### src/rtl/sram_bus_arbiter.sv
// Two-master arbiter sharing one SRAM-like port between instruction fetch and load/store.
// Responses return in order and are steered back to their issuer through a 1-bit owner FIFO.
module sram_bus_arbiter #(
  parameter int MAX_OUT    = 4,
  parameter int STARVE_MAX = 8
) (
  input  logic        i_clk,
  input  logic        i_rst,
  input  logic        i_inst_req,
  input  logic        i_inst_wr,
  input  logic [1:0]  i_inst_size,
  input  logic [31:0] i_inst_addr,
  input  logic [31:0] i_inst_wdata,
  output logic        o_inst_addr_ok,
  output logic        o_inst_data_ok,
  output logic [31:0] o_inst_rdata,
  input  logic        i_data_req,
  input  logic        i_data_wr,
  input  logic [1:0]  i_data_size,
  input  logic [31:0] i_data_addr,
  input  logic [31:0] i_data_wdata,
  output logic        o_data_addr_ok,
  output logic        o_data_data_ok,
  output logic [31:0] o_data_rdata,
  output logic        o_mem_req,
  output logic        o_mem_wr,
  output logic [1:0]  o_mem_size,
  output logic [31:0] o_mem_addr,
  output logic [31:0] o_mem_wdata,
  input  logic        i_mem_addr_ok,
  input  logic        i_mem_data_ok,
  input  logic [31:0] i_mem_rdata,
  output logic        o_err
);

  localparam int PW = $clog2(MAX_OUT);
  localparam int CW = PW + 1;

  logic [MAX_OUT-1:0] r_owner;
  logic [PW-1:0]      r_wptr;
  logic [PW-1:0]      r_rptr;
  logic [CW-1:0]      r_count;
  logic [7:0]         r_starve;
  logic               r_err;

  logic        w_can_issue;
  logic        w_grant_inst;
  logic        w_grant_data;
  logic        w_mem_req;
  logic        w_accept;
  logic        w_pop;
  logic        w_head;
  logic        w_inst_aok;
  logic        w_spurious;

  assign w_can_issue = (r_count < CW'(MAX_OUT));

  always_comb begin
    w_grant_inst = 1'b0;
    w_grant_data = 1'b0;
    if (w_can_issue) begin
      if ((r_starve == 8'(STARVE_MAX)) && i_inst_req) begin
        w_grant_inst = 1'b1;
      end else if (i_data_req) begin
        w_grant_data = 1'b1;
      end else if (i_inst_req) begin
        w_grant_inst = 1'b1;
      end
    end
  end

  // Every combinational output is forced low while reset is held.
  assign w_mem_req  = ~i_rst & (w_grant_inst | w_grant_data);
  assign w_accept   = w_mem_req & i_mem_addr_ok;
  assign w_pop      = ~i_rst & i_mem_data_ok & (r_count != '0);
  assign w_spurious = i_mem_data_ok & (r_count == '0);
  assign w_head     = r_owner[r_rptr];
  assign w_inst_aok = w_accept & w_grant_inst;

  always_comb begin
    o_mem_wr    = 1'b0;
    o_mem_size  = 2'b00;
    o_mem_addr  = 32'h0;
    o_mem_wdata = 32'h0;
    if (!i_rst && w_grant_data) begin
      o_mem_wr    = i_data_wr;
      o_mem_size  = i_data_size;
      o_mem_addr  = i_data_addr;
      o_mem_wdata = i_data_wdata;
    end else if (!i_rst && w_grant_inst) begin
      o_mem_wr    = i_inst_wr;
      o_mem_size  = i_inst_size;
      o_mem_addr  = i_inst_addr;
      o_mem_wdata = i_inst_wdata;
    end
  end

  assign o_mem_req      = w_mem_req;
  assign o_inst_addr_ok = w_inst_aok;
  assign o_data_addr_ok = w_accept & w_grant_data;
  assign o_inst_data_ok = w_pop & ~w_head;
  assign o_data_data_ok = w_pop & w_head;
  assign o_inst_rdata   = (w_pop && !w_head) ? i_mem_rdata : 32'h0;
  assign o_data_rdata   = (w_pop && w_head) ? i_mem_rdata : 32'h0;
  assign o_err          = r_err;

  always_ff @(posedge i_clk or posedge i_rst) begin
    if (i_rst) begin
      r_owner  <= '0;
      r_wptr   <= '0;
      r_rptr   <= '0;
      r_count  <= '0;
      r_starve <= 8'd0;
      r_err    <= 1'b0;
    end else begin
      if (w_accept) begin
        r_owner[r_wptr] <= w_grant_data;
        r_wptr          <= r_wptr + PW'(1);
      end
      if (w_pop) begin
        r_rptr <= r_rptr + PW'(1);
      end
      case ({w_accept, w_pop})
        2'b10:   r_count <= r_count + CW'(1);
        2'b01:   r_count <= r_count - CW'(1);
        default: r_count <= r_count;
      endcase
      if (!i_inst_req || w_inst_aok) begin
        r_starve <= 8'd0;
      end else if (r_starve != 8'(STARVE_MAX)) begin
        r_starve <= r_starve + 8'd1;
      end
      if (w_spurious) begin
        r_err <= 1'b1;
      end
    end
  end

endmodule

### config.mk
export PLATFORM = sky130hd
export DESIGN_NAME = sram_bus_arbiter
export DESIGN_NICKNAME = d
export VERILOG_FILES = /design/src/rtl/sram_bus_arbiter.sv
export SDC_FILE = /design/constraint.sdc
export NUM_CORES = 1
export LEC_CHECK = 0
export BUFFER_PORTS_ARGS = -buffer_cell sky130_fd_sc_hd__buf_2
export CAP_MARGIN = 20
export CORE_AREA = 3 3 120 122
export DETAILED_ROUTE_END_ITERATION = 10
export DIE_AREA = 0 0 123 125
export HOLD_SLACK_MARGIN = 0.15
export PLACE_DENSITY_LB_ADDON = 0.08
export RECOVER_POWER = 50
export SYNTH_ARGS = -nofsm -noshare
export SYNTH_HDL_FRONTEND = slang
export SYNTH_SLANG_ARGS = --single-unit
### constraint.sdc
create_clock -name i_clk -period 6.9 [get_ports i_clk]
set_input_delay 1.725 -clock i_clk [delete_from_list [all_inputs] [get_ports i_clk]]
set_output_delay 1.725 -clock i_clk [all_outputs]
set_load 0.02 [all_outputs]
==> impl_metrics.yaml <==
global_routing:
  antenna_found_initial: 3
  grt_usage_pct: 16.65
  grt_overflow_total: 0
  grt_pass1_wl_mm: 20.36
  grt_pass1_vias: 3832
  grt_start_max_net_pins: 68
job:
  maxCapViolations: 0
drt:
  totalWireLength_mm: 13.89
  drc: 0
  avgRoutedWirePerCell_um: 17.43
  drtPass1Iterations: 4
  drt_iter0_markers: 152
  vias_per_cell: 4.764
  routed-via-count: 3797
  ant_nets: 0
clock_network:
  cts_root_buf: "clkbuf_16"
  insertion_delay_ps: 250
  htreeDepth: 1
  ctsHoldBuffers: 0
  numCtsBuffers: 3
  clkTransAtPathRegs_ps: 60
  postCtsSetupBuffers: 0
  cts.sinks: 20
  clk_path_buf_depth: 2
  cts_tree: "done"
  cts_resized: 0
die:
  initial_core_util_pct: 21.27
  num_rows: 42
  fp.coreArea_um2: 13300
  fp.dieW_um: 123
  die_h_um: 125
  dieArea_um2: 15380
  ios: 309
cells_and_area:
  area_growth_syn_to_layout_pct: 59.78
  multi_input_area_um2: 2112
  stdcell_count: 797
  fin_nets: 801
  regArea_um2: 500.5
  final_layout_size_suffix_gt1_share_pct: 46.77
  fillerInstances: 1451
yosys:
  yosysWarnings: 0
  synth_nets: 521
  yosysTopAreaCellShare_pct: 23.72
  ys_ff_latch: 20
  ys_async_sr_fraction_pct: 100.0
  syn_area_um2: 2828
  synth_top_area_cell: "a32o_1"
  synth_enable_flop_cells: 0
  syn_area_per_cell_um2: 8.292
  ys_seq_area_share_pct: 17.70
  synth_cells: 341
  synth_cell_types: 43
  synthTopCellsByArea: "a32o_1 (24%), dfrtp_1 (18%), nor2b_1 (15%), and2_1 (14%), clkbuf_1 (3.5%)"
  synthFlopType: "dfrtp_1"
timing:
  finalCritPeriodShare_pct: 85.41
  finalSetupViolations: 0
  setup_tns_ps: 0
  fmax_ghz: 0.1697
  hold_viol: 0
  rsz0062_at_grt: "no"
  fin_skew_ps: 4.447
  setup_ws_ps: 1007
  slew_viol_final: 0
  fin_crit_ps: 5893
  relSlewSlack_pct: 11.70
  fin_hold_ws_ps: 455.3
  worst_slew_pin_slew_ps: 1306
pwr:
  cellPowerDensity_nw_per_um2: 216.2
  leakage_nw: 2.310
  ir_drop_mv: 0.08791
  p_total_mw: 0.9770
worst_hold_path:
  min_from: "o_err$_DFFE_PP0P_"
  min_path_type: "flop to flop"
  hold_path_end: "o_err$_DFFE_PP0P_"
  min_path_cells: 1
setup_path:
  critPathCaptureType: "output pin"
  start_kind: "primary input"
  cp.required_ps: 5180
  cp_slowest_stage_delay_ps: 1260
  rr_endpoint: "r_starve[7]$_DFFE_PP0P_"
  arrival_ps: 4170
  reg2reg_depth: 6
  r2r_slack_ps: 4160
  cp_slowest_cell: "nor4b_1"
  crit_chain: "clkbuf_1 -> nor4b_1 -> buf_6 -> and2_1 -> clkbuf_1"
  cp_common_cell: "clkbuf_1"
  crit_path_max_fanout: 27
  r2r_start: "r_starve[0]$_DFFE_PP0P_"
  critPathKind: "primary input to output pin"
place:
  dp_hpwl_mm: 11.36
  gp_congestion: 0.8067
  dp_cells: 791
  dp_slack_ps: 1452
  io_buffer_count: 308
run_status:
  outcome: "complete, no violations"
## layout by cell type (no fill, tap or decap), drive strengths merged, types with 2 or more instances in the layout
master / n
buf: 279
nor2b: 68
a32o: 67
and2: 65
clkbuf: 38
dfrtp: 20
inv: 8
nand3: 7
ha: 7
xor2: 6
o21ai: 6
a221oi: 5
a22o: 4
nor3b: 3
nand2: 3
or3: 3
nor2: 3
nor4b: 2
a211oi: 2
xnor2: 2
nor3: 2
o211a: 2
## worst max path at each step
stage                    start          endpoint  slack [ps]  cells past startpoint
detailed placement  i_inst_req          o_mem_wr        1450                      6
finish                   i_rst  o_inst_rdata[12]        1010                      5
global route             i_rst   o_inst_rdata[0]         790                      5
CTS                 i_inst_req    o_mem_addr[28]        1450                      6
floorplan           i_inst_req    o_mem_addr[25]        2170                      5
global placement    i_inst_req    o_mem_addr[28]        1520                      6
## sequential cells by signal, indices dropped and copies added, names as in the netlist
| name | count |
|---|---|
| r_starve | 8 |
| r_owner | 4 |
| r_count | 3 |
| r_rptr | 2 |
| r_wptr | 2 |
| o_err | 1 |
## per-layer routing
| metal | GRT usage (%) | part of all wire, % |
|---|---|---|
| met1 | 16.67 | 34 |
| met2 | 32.23 | 52 |
| met3 | 4.743 | 11 |
| met4 | 5.537 | 3.6 |
| met5 | 0 | 0.15 |
## final cells by class
class,count,area share [%]
Antenna cell,1,0.05539
Clock buffer,3,1.662
Clock inverter,1,0.6646
Inverter,9,0.7477
Multi-Input combinational cell,273,46.75
Sequential cell,20,11.08
Tap cell,176,4.874
Timing Repair Buffer,314,34.17
## cell families (layout without fill, tap and decap cells)
kind of cell | count (synthesis) | count (layout) | synth area share (%)
multiplexers | 3 | 3 | 1.549
AO/OA/AOI/OAI | 89 | 89 | 29.69
flip-flops | 20 | 20 | 17.70
AND/OR/NAND/NOR | 165 | 165 | 36.86
buffers and inverters | 48 | 327 | 7.920
XOR/XNOR | 8 | 8 | 2.478
other | 0 | 1 | 0
adder cells (fa/ha/maj) | 8 | 8 | 3.805
## worst max-delay path: cells and delay by family
family	cells	cell delay (ps)
buf+inv	3	1010
simple gates	2	1410
## through the flow
stage	instance area, um2	utilization, %
6_report	4518	33.98
5_1_grt	4518	33.98
4_1_cts	4566	34.34
3_5_place_dp	4461	33.55
3_3_place_gp	4461	33.55
2_1_floorplan	2828	-
## synthesized netlist by cell type (all sizes together), types with 2 or more instances
| cell type | instances |
|---|---|
| nor3 | 2 |
| nor2 | 3 |
| nand3 | 7 |
| xor2 | 6 |
| dfrtp | 20 |
| or3 | 3 |
| nand2 | 3 |
| nor2b | 68 |
| clkbuf | 26 |
| o21ai | 6 |
| xnor2 | 2 |
| and2 | 65 |
| buf | 13 |
| nor4b | 2 |
| o211a | 2 |
| a221oi | 5 |
| a32o | 67 |
| inv | 8 |
| a22o | 4 |
| ha | 7 |
| a211oi | 2 |
| nor3b | 3 |
## power by group
group / switching [mW] / internal, mW / leakage, nW
Combinational: 0.385 / 0.242 / 2.01
Sequential: 0.0359 / 0.155 / 0.251
Clock: 0.0437 / 0.115 / 0.0511
Note: power is estimated with default switching activity, not from simulation.
